<file path="src/rtl/icache_pkg.sv">
// Shared types and line geometry for the instruction-cache refill controller.
package icache_pkg;

  localparam int WORD_W   = 32;
  localparam int LINE_W   = 128;
  localparam int OFFSET_W = 4;
  localparam int BEAT_W   = 2;

  typedef enum logic [2:0] {
    IDLE,
    REQ,
    RECV,
    FILL,
    REPLAY
  } state_t;

  function automatic logic [WORD_W-1:0] line_align(input logic [WORD_W-1:0] addr);
    return {addr[WORD_W-1:OFFSET_W], {OFFSET_W{1'b0}}};
  endfunction

endpackage

</file>
<file path="src/rtl/icache_refill_ctrl_if.sv">
// Fetch, memory and fill signals of the refill controller bundled as one bus.
interface icache_refill_ctrl_if #(
  parameter int ADDR_W         = 32,
  parameter int WORDS_PER_LINE = 4
);

  logic                        fetch_req;
  logic [ADDR_W-1:0]           pc;
  logic                        cache_hit;
  logic [ADDR_W-1:0]           cache_addr;
  logic                        stall;
  logic                        instr_valid;
  logic                        mem_req;
  logic [ADDR_W-1:0]           mem_addr;
  logic                        mem_ack;
  logic                        mem_rvalid;
  logic [31:0]                 mem_rdata;
  logic                        fill_we;
  logic [ADDR_W-1:0]           fill_addr;
  logic [32*WORDS_PER_LINE-1:0] fill_line;
  logic [31:0]                 miss_count;

  // The controller side is the master; fetch stage, cache and memory form the slave side.
  modport master (
    input  fetch_req, pc, cache_hit, mem_ack, mem_rvalid, mem_rdata,
    output cache_addr, stall, instr_valid, mem_req, mem_addr,
           fill_we, fill_addr, fill_line, miss_count
  );

  modport slave (
    output fetch_req, pc, cache_hit, mem_ack, mem_rvalid, mem_rdata,
    input  cache_addr, stall, instr_valid, mem_req, mem_addr,
           fill_we, fill_addr, fill_line, miss_count
  );

endinterface

</file>
<file path="src/rtl/icache_line_assembler.sv">
// Collects returned memory words into a cache line, one word slot per beat.
module icache_line_assembler
  import icache_pkg::*;
#(
  parameter int WORDS_PER_LINE = 4
) (
  input  logic                              clk,
  input  logic                              rst,
  input  logic                              clear,
  input  logic                              load,
  input  logic [WORD_W-1:0]                 wdata,
  output logic                              last_beat,
  output logic [WORD_W*WORDS_PER_LINE-1:0]  line
);

  localparam int BW = (WORDS_PER_LINE > 1) ? $clog2(WORDS_PER_LINE) : 1;

  logic [BW-1:0] beat;

  assign last_beat = (beat == BW'(WORDS_PER_LINE - 1));

  // Clear only rewinds the beat counter; every slot is overwritten before the line is used.
  always_ff @(posedge clk) begin
    if (rst) begin
      beat <= '0;
      line <= '0;
    end else if (clear) begin
      beat <= '0;
    end else if (load) begin
      line[beat*WORD_W +: WORD_W] <= wdata;
      beat                        <= beat + BW'(1);
    end
  end

endmodule

</file>
<file path="src/rtl/icache_refill_ctrl.sv">
// Instruction-cache miss handler: stalls fetch, reads a line from memory beat by beat,
// writes it into the cache and replays the lookup.
module icache_refill_ctrl
  import icache_pkg::*;
#(
  parameter int ADDR_W         = 32,
  parameter int WORDS_PER_LINE = 4
) (
  input logic                  clk,
  input logic                  rst,
  icache_refill_ctrl_if.master bus
);

  state_t                            state;
  logic [ADDR_W-1:0]                 miss_addr;
  logic [ADDR_W-1:0]                 mem_addr_q;
  logic [ADDR_W-1:0]                 fill_addr_q;
  logic                              mem_req_q;
  logic                              fill_we_q;
  logic [31:0]                       miss_count_q;
  logic                              asm_clear;
  logic                              asm_load;
  logic                              last_beat;
  logic [WORD_W*WORDS_PER_LINE-1:0]  line;

  assign asm_clear = (state == REQ);
  assign asm_load  = (state == RECV) && bus.mem_rvalid;

  icache_line_assembler #(
    .WORDS_PER_LINE(WORDS_PER_LINE)
  ) u_assembler (
    .clk       (clk),
    .rst       (rst),
    .clear     (asm_clear),
    .load      (asm_load),
    .wdata     (bus.mem_rdata),
    .last_beat (last_beat),
    .line      (line)
  );

  assign bus.mem_req    = mem_req_q;
  assign bus.mem_addr   = mem_addr_q;
  assign bus.fill_we    = fill_we_q;
  assign bus.fill_addr  = fill_addr_q;
  assign bus.fill_line  = line;
  assign bus.miss_count = miss_count_q;

  // Hit and replay outcomes must be visible in the same cycle as cache_hit.
  always_comb begin
    bus.cache_addr  = miss_addr;
    bus.stall       = 1'b1;
    bus.instr_valid = 1'b0;
    unique case (state)
      IDLE: begin
        bus.cache_addr  = bus.pc;
        bus.instr_valid = bus.fetch_req && bus.cache_hit;
        bus.stall       = bus.fetch_req && !bus.cache_hit;
      end
      REPLAY: begin
        bus.instr_valid = bus.cache_hit;
        bus.stall       = !bus.cache_hit;
      end
      default: ;
    endcase
  end

  always_ff @(posedge clk) begin
    if (rst) begin
      state        <= IDLE;
      miss_addr    <= '0;
      mem_req_q    <= 1'b0;
      mem_addr_q   <= '0;
      fill_we_q    <= 1'b0;
      fill_addr_q  <= '0;
      miss_count_q <= '0;
    end else begin
      fill_we_q <= 1'b0;
      unique case (state)
        IDLE: begin
          if (bus.fetch_req && !bus.cache_hit) begin
            miss_addr    <= bus.pc;
            mem_addr_q   <= line_align(bus.pc);
            mem_req_q    <= 1'b1;
            miss_count_q <= miss_count_q + 32'd1;
            state        <= REQ;
          end
        end
        REQ: begin
          if (bus.mem_ack) begin
            mem_req_q <= 1'b0;
            state     <= RECV;
          end
        end
        RECV: begin
          if (bus.mem_rvalid && last_beat) begin
            fill_we_q   <= 1'b1;
            fill_addr_q <= line_align(miss_addr);
            state       <= FILL;
          end
        end
        FILL: state <= REPLAY;
        REPLAY: begin
          // A miss on replay re-fetches the same line without counting a new miss.
          if (bus.cache_hit) begin
            state <= IDLE;
          end else begin
            mem_req_q <= 1'b1;
            state     <= REQ;
          end
        end
        default: state <= IDLE;
      endcase
    end
  end

endmodule

</file>
<file path="src/flat_wrapper.sv">
// flat-port wrapper written by rule: the top's interface ports become plain ports
module icache_refill_ctrl_flat import icache_pkg::*;
#(
  parameter int ADDR_W         = 32,
  parameter int WORDS_PER_LINE = 4
)
  (clk, rst, bus_fetch_req, bus_pc, bus_cache_hit, bus_mem_ack, bus_mem_rvalid, bus_mem_rdata, bus_cache_addr, bus_stall, bus_instr_valid, bus_mem_req, bus_mem_addr, bus_fill_we, bus_fill_addr, bus_fill_line, bus_miss_count);
  icache_refill_ctrl_if #(.ADDR_W(ADDR_W), .WORDS_PER_LINE(WORDS_PER_LINE)) bus_i ();
  input logic clk;
  input logic rst;
  input wire logic [$bits(bus_i.fetch_req)-1:0] bus_fetch_req;
  input wire logic [$bits(bus_i.pc)-1:0] bus_pc;
  input wire logic [$bits(bus_i.cache_hit)-1:0] bus_cache_hit;
  input wire logic [$bits(bus_i.mem_ack)-1:0] bus_mem_ack;
  input wire logic [$bits(bus_i.mem_rvalid)-1:0] bus_mem_rvalid;
  input wire logic [$bits(bus_i.mem_rdata)-1:0] bus_mem_rdata;
  output wire logic [$bits(bus_i.cache_addr)-1:0] bus_cache_addr;
  output wire logic [$bits(bus_i.stall)-1:0] bus_stall;
  output wire logic [$bits(bus_i.instr_valid)-1:0] bus_instr_valid;
  output wire logic [$bits(bus_i.mem_req)-1:0] bus_mem_req;
  output wire logic [$bits(bus_i.mem_addr)-1:0] bus_mem_addr;
  output wire logic [$bits(bus_i.fill_we)-1:0] bus_fill_we;
  output wire logic [$bits(bus_i.fill_addr)-1:0] bus_fill_addr;
  output wire logic [$bits(bus_i.fill_line)-1:0] bus_fill_line;
  output wire logic [$bits(bus_i.miss_count)-1:0] bus_miss_count;
  assign bus_i.fetch_req = bus_fetch_req;
  assign bus_i.pc = bus_pc;
  assign bus_i.cache_hit = bus_cache_hit;
  assign bus_i.mem_ack = bus_mem_ack;
  assign bus_i.mem_rvalid = bus_mem_rvalid;
  assign bus_i.mem_rdata = bus_mem_rdata;
  assign bus_cache_addr = bus_i.cache_addr;
  assign bus_stall = bus_i.stall;
  assign bus_instr_valid = bus_i.instr_valid;
  assign bus_mem_req = bus_i.mem_req;
  assign bus_mem_addr = bus_i.mem_addr;
  assign bus_fill_we = bus_i.fill_we;
  assign bus_fill_addr = bus_i.fill_addr;
  assign bus_fill_line = bus_i.fill_line;
  assign bus_miss_count = bus_i.miss_count;
  icache_refill_ctrl #(.ADDR_W(ADDR_W), .WORDS_PER_LINE(WORDS_PER_LINE)) u_core (.clk(clk), .rst(rst), .bus(bus_i));
endmodule
</file>
<file path="config.mk">
export PLATFORM = sky130hd
export DESIGN_NAME = icache_refill_ctrl_flat
export DESIGN_NICKNAME = d
export VERILOG_FILES = /design/src/rtl/icache_pkg.sv /design/src/rtl/icache_refill_ctrl_if.sv /design/src/rtl/icache_line_assembler.sv /design/src/rtl/icache_refill_ctrl.sv /design/src/flat_wrapper.sv
export SDC_FILE = /design/constraint.sdc
export NUM_CORES = 1
export LEC_CHECK = 0
export ABC_CLOCK_PERIOD_IN_PS = 2500
export CORE_UTILIZATION = 46
export CTS_BUF_LIST = sky130_fd_sc_hd__clkbuf_8
export DETAILED_ROUTE_END_ITERATION = 10
export HOLD_SLACK_MARGIN = 0.12
export PLACE_DENSITY = 0.82
export SLEW_MARGIN = 40
export SYNTH_ARGS = -nofsm -noshare
export SYNTH_HDL_FRONTEND = slang
export SYNTH_HIERARCHICAL = 1
export SYNTH_SLANG_ARGS = --single-unit
export TNS_END_PERCENT = 20
</file>
<file path="constraint.sdc">
create_clock -name clk -period 2.5 [get_ports clk]
set_input_delay 0.25 -clock clk [delete_from_list [all_inputs] [get_ports clk]]
set_output_delay 0.25 -clock clk [all_outputs]
set_load 0.005 [all_outputs]
</file>
---- After elaboration in Yosys (flattened, before gate mapping) ----
Cells that the tools add are included.
Widths: inputs -> output; s select.
word-level totals
  register bits ........................... 255
  output and inout port bits .............. 260
  ROM bits ................................ 0
  bits in latches ......................... 0
  logic and storage cells ................. 53
  bits in writable memories ............... 0
  memories kept ........................... 0
operators by class
  equality and inequality tests ........... 9
  $mul .................................... 0
  shift operators ......................... 2
  divide/modulo/power cells ............... 0
  magnitude comparators ................... 0
  multiplexer cells ....................... 14
  reduce and logical (&&, ||, !) cells .... 14
  bitwise gates (word level) .............. 2
  $add $sub $neg .......................... 3
operator list
  cell                       number
  $bwmux 128                 1
  $shift 32x34->128 const A  1
  $shiftx 32x34->128         1
  $neg 7->34                 1
  $add 32x1->32 const B      1
  $mux 32                    1
  $pmux 3 s5                 1
  $mux 3                     3
  $eq 3x2->1 const B         2
  $ne 2x2->1 const B         3
  $reduce_and 2->1           3
  $mux 1                     5
  $logic_and 1x1->1          4
  $pmux 1 s2                 2
  $reduce_and 4->1           1
  $reduce_or 2->1            2
  $eq 3x1->1 const B         1
  $eq 3x3->1 const B         1
  $logic_not 3->1            1
  $pmux 1 s3                 1
  $reduce_and 3->1           1
  $reduce_bool 3->1          1
  $add 2x1->2 const B        1
  $eq 2x2->1 const B         1
  3 further kinds            4

---- Depth between registers and ports, before layout ----
  word-level depth ........................ 4
  gate-level depth with buffers ........... 8
  mapped depth without buffers ............ 5

---- Hierarchy ----
Netlist, hierarchy kept.
modules (own cells, without submodules)
  module                 sequential area each (µm²)  instances  area each (µm²)  cells an instance
  icache_refill_ctrl     1941.9                      1          4581.9           560
  icache_line_assembler  2602.5                      1          4459.3           426

---- Worst setup path after synthesis ----
No wires, ideal clock.
  path kind ............................... reg2reg
  start point ............................. reg u_core.state[1]
  end point ............................... reg u_core.miss_count_q[21], in the netlist u_core/bus.miss_count[21]
  stages on the path, launching flop included .. 6
  path slack .............................. 0.430 ns
  required time ........................... 2.379 ns
  period minus slack after synthesis ...... 2.070 ns
  data arrival time ....................... 1.949 ns
  setup time .............................. 0.121 ns
  path buffers ............................ 1
  cell sequence ........................... dfxtp_1 buf_2 nor4b_2 nand3_1 nor4_1 mux2_2
on the way
  word-level cells in the longest chain between the ends .. 2
RTL lines
  element                     RTL line                  text
  start: declaration          icache_refill_ctrl.sv:14  state_t state;
  start signal: assignment    icache_refill_ctrl.sv:69  state <= IDLE;
  start signal: assignment    icache_refill_ctrl.sv:85  state <= REQ;
  start signal: assignment    icache_refill_ctrl.sv:91  state <= RECV;
  $logic_not 3->1             icache_refill_ctrl.sv:78  unique case (state)
  $reduce_and 2->1 (no line)  --
  end signal: assignment      icache_refill_ctrl.sv:84  miss_count_q <= miss_count_q + 32'd1;
  end: declaration            icache_refill_ctrl.sv:20  logic [31:0] miss_count_q;
No other way between the ends.
A chain may end at the register's enable or synchronous reset.

---- Worst setup path in the final report ----
  start point ............................. reg u_core.state[2]
  end point ............................... out bus_cache_addr[12]
on the way
  word-level cells in the longest chain between the ends .. 2
RTL lines
  element           RTL line                  text
  $logic_not 3->1   icache_refill_ctrl.sv:53  unique case (state)
  $mux 32           icache_refill_ctrl.sv:53
  end: declaration  flat_wrapper.sv:17        output wire logic [$bits(bus_i.cache_addr)-1:0] bus_cache_addr;
No other way between the ends.

==> metrics <==
synth top area cells dfxtp_1 (50%), nand2_1 (7.0%), a22o_1 (6.2%), a21oi_1 (6.0%), mux2_2 (5.2%); Slew headroom 52.8%; Pleak 4.91 nW; max-slew violations 0; DP Area 0.0123 sq mm; Final Cell Area 0.0132 sq mm; filler cell count 1478; setup ws final 24.2 ps; TritonCTS clock tree done; #FFs+latches synth 227; vias in the first global route 8094; initial core utilization 47.7%; CTS root buf clkbuf_8; CP Cell Sequence nor3_4 > buf_4 > buf_12 > mux2_2 > clkdlybuf4s50_1; I/O pin count 330; Worst path slowest cell clkdlybuf4s50_1; Yosys top cell by area dfxtp_1; most common cell after layout, fill and taps aside clkdlybuf4s50_1; MaxCap Viol Count 0; max incr delay on CP 460 ps; total power 7.75 mW; Seq/Total Area, Yosys 50.3%; power per cell area 586 mW/mm^2; syn avg cell area 9.17 sq um; via count 8521; Core Area 0.0190 sq mm; GRT Util Overall 27.4%; final setup violation count 0; die extent in y 142 um; Main synth FF type dfxtp_1; Distinct cells, synth 48; Final Core Density 69.8%; TritonRoute pass-1 iters 5; hold_ws 145 ps; worst-margin pin slew 708 ps; clk sinks 227; initial antenna violation count 0; RSZ-0062 raised after global routing true; ANT nets after route 0; # port buffers 321; post-layout min period 2480 ps; dpl ws 89.7 ps; CP required 2250 ps; clk slew on worst S/H paths 60 ps; CTS Buf Count 39; Max Buffers Root-to-Sink 3; Worst setup SP type flop; GRT overflow 0; clk_lat worst skew 510 ps; number of flops mapped to enable cells by yosys 0; Setup Crit Path Kind flop to primary output; status completed; Peak VDD IR 0.000453 V; Post-synth ARST share 0%; largest net degree at the start of global routing 83; fin nets 1356; Mapped Area 0.00904 sq mm; drt drc 0; Area Growth Syn to Fin 46.4%; initial drt markers 533; WL final 28500 um; row count 50; fraction of layout cells with a size suffix above 1 11.7%; critical path endpoint category primary output; Via density 5.44; top cell type's share of synthesized area 50.3%; H-Tree Depth 2; first-pass GRT wire length 43700 um; Post-CTS Hold Buffers 0; WL per Instance 18.2 um; ANT cells 0; Die ar. 0.0202 sq mm; post-detail-place hpwl 18700 um; most frequent cells in the layout clkdlybuf4s50_1 (297), dfxtp_1 (224), nand2_1 (169); CP max FO 18; Final Hold Viols 0; Clock Skews 13.8 ps; Tcrit/Tclk final 99.0%; fmax 404 MHz; WP data arrival 2230 ps; Ys Warns 6; die width 142 um; class of the tightest hold or removal check input pin to flop; Placer Congestion 0.856; Synth Instances 986
power by group:
group	switching (mW)	internal, mW	total [mW]
combinational	0.315	0.375	0.690
clock	1.48	1.88	3.37
sequential	0.0398	3.65	3.69
routing by layer:
| metal | GRT usage [%] | vias up | share of wire, % |
|---|---|---|---|
| met1 | 34.4 | 4065 | 42 |
| li1 | - | 4025 | - |
| met5 | 0 | - | 0 |
| met4 | 13.3 | 0 | 4.1 |
| met3 | 6.02 | 81 | 7.6 |
| met2 | 44.4 | 350 | 47 |
layout make-up:
| type | instances | area, sq um | share of cell area, % |
|---|---|---|---|
| flip-flops and latches | 227 | 4550 | 34.4 |
| well taps | 260 | 325 | 2.46 |
| clock inverters | 15 | 67.6 | 0.511 |
| inverters | 7 | 26.3 | 0.199 |
| multi-input cells | 646 | 3890 | 29.4 |
| clock buffers | 53 | 729 | 5.51 |
| repair buffers | 358 | 3640 | 27.5 |
logic make-up (layout without fill, tap and decap cells):
kind of cell	Yosys count	in the layout	share of synthesized area, %
compound gates	221	221	16.5
xor+xnor	10	10	0.969
fa+ha+maj	7	7	0.969
buf+inv	120	433	7.27
flops	227	227	50.3
mux	43	43	5.34
other cells	1	8	0.0415
simple gates	357	357	18.6
per-stage QoR:
| stage | TNS, ps | cells |
|---|---|---|
| after floorplan | 0 | 993 |
| after global placement | 0 | 1489 |
| after detailed placement | 0 | 1489 |
| after CTS | 0 | 1565 |
| after global routing | -420 | 1566 |
| final | 0 | 1566 |
path summary, 6_finish.rpt:
kind,startpoint,to,slack [ps],cells after the start
min reg2reg,u_core/bus.fill_addr[9]$_SDFFE_PP0P_,u_core/bus.fill_addr[9]$_SDFFE_PP0P_,450,2
min,rst,u_core/u_assembler/line[35]$_SDFFE_PP0P_,150,2
max,u_core/state[2]$_SDFFE_PP0P_,bus_cache_addr[12],20,5
max reg2reg,u_core/state[0]$_SDFFE_PP0P_,u_core/bus.miss_count[24]$_SDFFE_PP0P_,250,5
synthesized netlist by cell type (all sizes together) (4+ instances only):
cell    number
a21oi      108
buf         69
or3          7
nand3b       4
xor2         7
clkbuf      44
and4         8
nor3b        4
nor2        59
o21ai        7
dfxtp      227
nor3        14
nand2      169
inv          7
mux2        42
nor2b       12
ha           7
and2         4
a22o        64
a32oi       32
nand4        9
nand3       44
o31ai        6
or4          6
timing repair:
item | in CTS | in global routing
pin swaps | 1 | 0
resized for setup | 15 | 18
buffers inserted | 6 | 1
cloned | 2 | 0
setup endpoints to repair | 32 | 25
flip-flops by register name, indices dropped and copies added (netlist names):
signal	cells
u_core/u_assembler/line	128
u_core/state	3
u_core/bus.fill_we	1
u_core/bus.miss_count	32
u_core/bus.mem_req	1
u_core/bus.fill_addr	28
u_core/miss_addr	32
u_core/u_assembler/beat	2
worst max-delay path: cells and delay by family (launching register included):
kind                   cells  cell delay [ps]
buffers and inverters      3              770
flip-flops                 1              360
multiplexers               1              360
AND/OR/NAND/NOR            1              210
No activity file was read; power rests on OpenSTA's default activity.
